[src/rtl/vga_pkg.sv]
// Shared types and frame geometry for the VGA line feeder.
package vga_pkg;

  typedef logic [11:0] pixel_t;

  localparam int VGA_BUF_W = 128;
  localparam int VGA_BUF_H = 96;

  typedef enum logic [1:0] {IDLE, FRAME_START, FETCH, DRAIN} feed_state_t;

endpackage

[src/rtl/vga_line_feeder_sync_fifo.sv]
// Show-ahead single-clock FIFO: rdata is the head entry whenever count is non-zero.
module sync_fifo
  import vga_pkg::*;
#(
  parameter int DEPTH = 128
) (
  input  logic                   clk,
  input  logic                   rst,
  input  logic                   flush,
  input  logic                   push,
  input  pixel_t                 wdata,
  input  logic                   pop,
  output pixel_t                 rdata,
  output logic [$clog2(DEPTH):0] count
);

  localparam int PTR_W = $clog2(DEPTH);
  localparam int CNT_W = PTR_W + 1;
  localparam logic [CNT_W-1:0] FULL = CNT_W'(DEPTH);

  pixel_t           mem [DEPTH];
  logic [PTR_W-1:0] wr_ptr;
  logic [PTR_W-1:0] rd_ptr;

  always_ff @(posedge clk) begin
    if (push) mem[wr_ptr] <= wdata;
  end

  always_ff @(posedge clk or posedge rst) begin
    if (rst) begin
      wr_ptr <= '0;
      rd_ptr <= '0;
      count  <= '0;
    end else if (flush) begin
      wr_ptr <= '0;
      rd_ptr <= '0;
      count  <= '0;
    end else begin
      if (push) wr_ptr <= wr_ptr + 1'b1;
      if (pop)  rd_ptr <= rd_ptr + 1'b1;
      case ({push, pop})
        2'b10:   count <= count + 1'b1;
        2'b01:   count <= count - 1'b1;
        default: count <= count;
      endcase
    end
  end

  assign rdata = mem[rd_ptr];

  // The credit scheme upstream must never let a push land on a full FIFO.
  assert property (@(posedge clk) disable iff (rst) !(push && !pop && count == FULL));
  assert property (@(posedge clk) disable iff (rst) !(pop && count == '0));

endmodule

[src/rtl/vga_line_feeder.sv]
// Fetches framebuffer pixels into a staging FIFO and streams them to the VGA write port.
module vga_line_feeder
  import vga_pkg::*;
#(
  parameter int BUF_W      = VGA_BUF_W,
  parameter int BUF_H      = VGA_BUF_H,
  parameter int ADDR_W     = 16,
  parameter int FIFO_DEPTH = 128
) (
  input  logic              clk,
  input  logic              rst,
  input  logic              enable,
  input  logic [ADDR_W-1:0] fb_base,
  output logic              mem_req,
  output logic [ADDR_W-1:0] mem_addr,
  input  logic              mem_gnt,
  input  logic              mem_rvalid,
  input  pixel_t            mem_rdata,
  input  logic              wr_ready,
  output pixel_t            w_data,
  output logic              underrun,
  output logic              frame_done
);

  localparam int FX_W  = $clog2(BUF_W);
  localparam int FY_W  = $clog2(BUF_H);
  localparam int CNT_W = $clog2(FIFO_DEPTH) + 1;
  localparam logic [FX_W-1:0]  X_MAX = FX_W'(BUF_W - 1);
  localparam logic [FY_W-1:0]  Y_MAX = FY_W'(BUF_H - 1);
  localparam logic [CNT_W:0]   CREDIT_LIM = (CNT_W + 1)'(FIFO_DEPTH);

  feed_state_t       state, state_nxt;
  logic [FX_W-1:0]   fx, px;
  logic [FY_W-1:0]   fy, py;
  logic [CNT_W-1:0]  count, outstanding;
  logic [ADDR_W-1:0] base, fetch_addr;
  logic              credit_ok, gnt_fire, rsp_fire, push, pop, running, drain_done;
  pixel_t            head;

  // Reads in flight count against FIFO space so a returning pixel always has a slot.
  assign credit_ok  = ({1'b0, count} + {1'b0, outstanding}) < CREDIT_LIM;
  assign fetch_addr = base + ADDR_W'({fy, fx});
  assign gnt_fire   = mem_req && mem_gnt;
  assign rsp_fire   = mem_rvalid && (outstanding != '0);
  assign push       = rsp_fire && (state != DRAIN);
  assign running    = enable && (state != DRAIN);
  assign pop        = running && wr_ready && (count != '0);
  assign drain_done = (state == DRAIN) && (outstanding == '0);

  always_ff @(posedge clk or posedge rst) begin
    if (rst) state <= IDLE;
    else     state <= state_nxt;
  end

  always_comb begin
    state_nxt = state;
    case (state)
      IDLE:        if (enable) state_nxt = FRAME_START;
      FRAME_START: state_nxt = enable ? FETCH : DRAIN;
      FETCH: begin
        if (!enable)                                       state_nxt = DRAIN;
        else if (gnt_fire && fx == X_MAX && fy == Y_MAX)   state_nxt = FRAME_START;
      end
      DRAIN:       if (outstanding == '0) state_nxt = IDLE;
      default:     state_nxt = IDLE;
    endcase
  end

  always_comb begin
    mem_req  = (state == FETCH) && credit_ok;
    mem_addr = mem_req ? fetch_addr : '0;
  end

  always_ff @(posedge clk or posedge rst) begin
    if (rst) begin
      base        <= '0;
      fx          <= '0;
      fy          <= '0;
      outstanding <= '0;
    end else begin
      if (state == FRAME_START) base <= fb_base;
      outstanding <= outstanding + CNT_W'(gnt_fire) - CNT_W'(rsp_fire);
      if (drain_done) begin
        fx <= '0;
        fy <= '0;
      end else if (gnt_fire) begin
        fx <= (fx == X_MAX) ? '0 : fx + 1'b1;
        if (fx == X_MAX) fy <= (fy == Y_MAX) ? '0 : fy + 1'b1;
      end
    end
  end

  always_ff @(posedge clk or posedge rst) begin
    if (rst) begin
      px       <= '0;
      py       <= '0;
      underrun <= 1'b0;
    end else begin
      if (enable && wr_ready && count == '0) underrun <= 1'b1;
      if (drain_done) begin
        px <= '0;
        py <= '0;
      end else if (pop) begin
        px <= (px == X_MAX) ? '0 : px + 1'b1;
        if (px == X_MAX) py <= (py == Y_MAX) ? '0 : py + 1'b1;
      end
    end
  end

  sync_fifo #(.DEPTH(FIFO_DEPTH)) u_fifo (
    .clk   (clk),
    .rst   (rst),
    .flush (drain_done),
    .push  (push),
    .wdata (mem_rdata),
    .pop   (pop),
    .rdata (head),
    .count (count)
  );

  assign w_data     = (running && count != '0) ? head : '0;
  assign frame_done = pop && (px == X_MAX) && (py == Y_MAX);

endmodule

[config.mk]
export PLATFORM = sky130hd
export DESIGN_NAME = vga_line_feeder
export DESIGN_NICKNAME = d
export VERILOG_FILES = /design/src/rtl/vga_pkg.sv /design/src/rtl/vga_line_feeder_sync_fifo.sv /design/src/rtl/vga_line_feeder.sv
export SDC_FILE = /design/constraint.sdc
export NUM_CORES = 2
export LEC_CHECK = 0
export CORE_MARGIN = 4
export CORE_UTILIZATION = 50
export CTS_CLUSTER_DIAMETER = 30
export DETAILED_ROUTE_END_ITERATION = 8
export HOLD_SLACK_MARGIN = 0.1
export PLACE_DENSITY_LB_ADDON = 0.3
export SYNTH_ARGS = -nofsm -noshare
export SYNTH_HDL_FRONTEND = slang
export SYNTH_SLANG_ARGS = --single-unit
[constraint.sdc]
create_clock -name clk -period 6.4 [get_ports clk]
set_input_delay 0.64 -clock clk [delete_from_list [all_inputs] [get_ports clk]]
set_output_delay 0.64 -clock clk [all_outputs]
set_load 0.01 [all_outputs]
==> metrics.log <==
[metrics] result of the run: completed
[metrics] Starting DRT DRC Count: roughly 4,400
[metrics] fraction of the cycle the final worst path needs: between 90% and 100%
[metrics] Final TNS setup: 0 ns
[metrics] die area: approximately 130,000 sq um
[metrics] Die Height: ~370 microns
[metrics] number of gates resized after CTS: 0
[metrics] P&R area growth vs syn: 22.1%
[metrics] main combinational cell family by area after synthesis: multiplexers
[metrics] pins over their slew limit: 0
[metrics] via density per instance: between 6 and 7
[metrics] register cell area after layout: around 48,000 sq um
[metrics] launch point of the critical path: u_fifo.rd_ptr[2]
[metrics] Die Width: between 300 and 400 microns
[metrics] area of combinational cells with multiple inputs: 15,100 sq um
[metrics] number of iterations in the first detailed-routing pass: 6
[metrics] Critical Path Fanout Max: 15
[metrics] pin slew with the least headroom to its limit: between 1 and 1.5 ns
[metrics] Post-Synth XOR/XNOR Area: less than 1%
[metrics] Hold Slack: 0.198 ns
[metrics] data arrival at the endpoint of the critical path: about 5.7 ns
[metrics] portion of total power attributed to sequential cells: between 30% and 40%
[metrics] FF-to-FF setup slack: between 2 and 2.5 ns
[metrics] unrepaired setup endpoints after global routing: no
[metrics] capturing element type of the critical path: primary output
[metrics] clock network latency to the later pin of the worst-skew pair: about 0.9 ns
[metrics] clock tree from TritonCTS: built
[metrics] DRC errors left: 0
[metrics] clock tree root driver cell: clkbuf_16
[metrics] net count after synthesis: between 3,000 and 4,000
[metrics] proportion of total power due to net switching: between 20% and 30%
[metrics] Filler cells: a little under 9,000
[metrics] buffer depth of the longest clock path: 4
[metrics] Cells after Synth: 3,373
[metrics] global placer's final weighted congestion: approximately 0.9
[metrics] number of synthesis warnings: 0
[metrics] number of antenna violations at the first check in global routing: 4
[metrics] clk sink count: 1,613
[metrics] most used cell along the critical path: buf_4
[metrics] HPWL reported at the end of detailed placement: around 99 mm
[metrics] crit path max-delay cell type: a211oi_1
[metrics] top flip-flop cell by instance count after synthesis: edfxtp_1
[metrics] maximum number of pins on one net before global-route repair: 97
[metrics] share of flip-flops with an asynchronous set or reset: between 4 and 5%
[metrics] CTS H-Tree Depth: 5
[metrics] reg-to-reg startpoint: state[0]
[metrics] multiplexer share of the synthesized area: 14.1%
[metrics] Top-Level Pins: 65
[metrics] minimum period implied by the final worst setup slack: around 6.4 ns
[metrics] kind of cell with the highest combined delay on the critical path: simple AND/OR/NAND/NOR gates
[metrics] total number of vias: roughly 35,000
[metrics] hold-fix buffer count after cts: 0
[metrics] post-detailed-route wirelength per cell: between 20 and 30 microns
[metrics] total core area: between 100,000 and 150,000 sq um
[metrics] Worst Skew: 0.0842 ns
[metrics] number of enable flip-flop cells after synthesis: 1,536
[metrics] biggest cell delay along the critical path: about 0.92 ns
[metrics] buffers inserted by post-CTS timing repair: 0
[metrics] register clock-pin slew on the reported worst setup and hold paths: roughly 0.05 ns
[metrics] ordered list of cells on the worst path: nand2_1 > buf_4 > o221ai_1 > a21oi_1 > nor3_1 > nor2_1 > a211oi_1 > buf_4 > clkdlybuf4s50_1
[metrics] synthesized-area fraction occupied by ao, oa, aoi and oai cells: 4.13%
[metrics] IR Drop Worst-Case VDD: around 310 uV
[metrics] class of the most critical setup path: reg2out
[metrics] summed instance area of the synthesized netlist: between 60,000 and 70,000 sq um
[metrics] mean area per synthesized cell: ~19 sq um
[metrics] # setup viols final: 0
[metrics] combined global-route utilization of all metal layers: 24.8%
[metrics] part of the power in combinational logic: about 16%
[metrics] Critical Path RT: between 5 and 6 ns
[metrics] type of the most critical hold path: in2async
[metrics] Max transition margin: around 17%
[metrics] Starting Density: 50.3%
[metrics] standard-cell rows: about 130
[metrics] number of nets in the finished design: between 3,000 and 4,000
[metrics] residual overflow from global routing: 0
[metrics] number of I/O port buffers: 64
[metrics] final-report hold violation count: 0
[metrics] static leakage power: about 26 nW
[metrics] Synth cell types: 67
[metrics] ratio of total power to cell area: 433 nW/um^2
[metrics] clock group share of total power: approximately 49%
[metrics] Buf+Inv Stages, Crit Path: 3
[metrics] max-cap violations: 0
[metrics] Critical Path Source Type: flop
[metrics] core utilization of the finished layout: around three fifths
[metrics] clock buffers created by TritonCTS: between 300 and 400
[metrics] sequential-to-total area share from yosys stat: approximately 75%
[metrics] Synth Area in Adders: 0.951%
[metrics] number of global-route vias before repair: about 36,000
[metrics] first-pass GRT wire length: approximately 240 mm
[metrics] fraction of final layout cells sized beyond drive strength 1: between 20% and 30%
[metrics] Power Internal: between 20 and 25 mW
[metrics] reported net switching power: 9.00 mW
[metrics] simple-gate portion of the synthesized area: 3.81%
[metrics] Antenna Nets Post-Route: 0
[metrics] Max Clock Freq: ~160 MHz
[metrics] final routed wirelength across all metal layers: between 150 and 200 mm
[metrics] count of state elements after synthesis: between 1,500 and 2,000
metrics by stage:
stage	power [mW]	std cells	setup WS, ns	cell area [sq um]
global placement	17.5	5125	1.13	67600
floorplan	15.7	3373	2.73	64200
global route	35.0	5701	0.0719	78400
detailed placement	17.5	5125	1.14	67600
CTS	34.1	5701	0.179	78400
finish	33.9	5702	0.0329	78400
metal layers:
| layer | track usage [%] | wire length (microns) | share of wire, % | vias up |
|---|---|---|---|---|
| li1 | - | - | - | 14800 |
| met1 | 34.3 | 65700 | 39 | 18400 |
| met2 | 38.4 | 79100 | 47 | 1948 |
| met3 | 6.33 | 16500 | 9.9 | 370 |
| met4 | 9.86 | 6010 | 3.6 | 4 |
| met5 | 0 | 21 | 0.013 | - |
sequential cells by signal (all words and copies together) (netlist names):
register and cells:
fx 7, u_fifo.wr_ptr 7, u_fifo.mem 1536, py 7, px 7, outstanding 8
fy 7, base 16, underrun 1, u_fifo.rd_ptr 7, u_fifo.count 8, state 2
cell usage in the layout (no fill, tap or decap), drive strengths merged, types with 8 or more instances in the layout:
master	count
clkinvlp	33
nand4	18
a211oi	16
mux4	294
o221ai	20
mux2	21
o211ai	16
dfrtp	77
and3	13
clkbuf	360
nand2	116
nor3	35
a22oi	62
o22ai	41
a21oi	73
edfxtp	1536
nand3	66
a221oi	45
nor2	248
o21ai	68
clkdlybuf4s50	52
bufinv	38
a21o	8
xor2	20
inv	79
mux2i	217
xnor2	18
nor2b	13
ha	44
clkinv	95
buf	215
cells by family (layout without fill, tap and decap cells):
| group | after synthesis | count (layout) |
|---|---|---|
| adders and majority gates | 47 | 47 |
| xor gates and xnor gates | 38 | 38 |
| DFF | 1613 | 1613 |
| muxes | 532 | 532 |
| and+or+nand+nor | 548 | 548 |
| buffers and inverters | 206 | 872 |
| AOI/OAI and AO/OA | 389 | 389 |
| other | 0 | 1 |
Yosys cell counts (5+ instances only):
cell         n  area [sq um]
clkbuf_1    65           244
mux4_2     294          6620
o21ai_0     68           340
buf_6       18           203
or3_1        5          31.3
mux2i_1    217          2170
a21oi_1     73           365
nor3_1      34           170
a22oi_1     62           465
nand4_1     17           106
buf_2       55           275
a221oi_1    45           394
a21o_1       8          60.1
inv_1       27           101
a311oi_1     6          52.6
nor4_1       6          37.5
o221ai_1    20           175
nand2b_1     5          31.3
dfrtp_1     77          1930
nor2b_1     13          81.3
o211ai_1    16           120
nand3_1     66           330
xor2_1      20           175
ha_1        44           551
xnor2_1     18           158
nand2_1    116           435
o22ai_1     41           257
a31oi_1      5          31.3
nor2_1     248           931
mux2_2      21           236
and3_1      13          81.3
a211oi_1    15           113
buf_4       27           203
buf_1       12          45.0
edfxtp_1  1536         46100
worst paths after layout:
| kind | endpoint | cells after the start |
|---|---|---|
| hold reg to reg | base[12] | 1 |
| max in group asynchronous | outstanding[1] | 3 |
| setup reg to reg | u_fifo.count[7] | 13 |
| min in group clk | u_fifo.mem[66][4] | 1 |
| setup / recovery | w_data[11] | 9 |
| hold / removal | u_fifo.wr_ptr[4] | 2 |
power by group through the flow:
stage | clock, mW | combinational [mW] | sequential, mW
CTS | 16.7 | 5.40 | 12.0
detailed placement | 0 | 5.36 | 12.2
global placement | 0 | 5.32 | 12.2
global route | 17.3 | 5.72 | 12.0
floorplan | 0 | 3.70 | 12.0
finish | 16.5 | 5.41 | 12.0
final cells by class:
type / count / area share (%)
clock buffers: 360 / 10.7
multi-input cells: 1554 / 19.3
inverters: 29 / 0.142
flip-flops and latches: 1613 / 61.3
diodes: 1 / 0.00319
well taps: 1662 / 2.65
repair buffers: 267 / 2.85
clock inverters: 216 / 3.09
(Power assumes the default switching activity.)
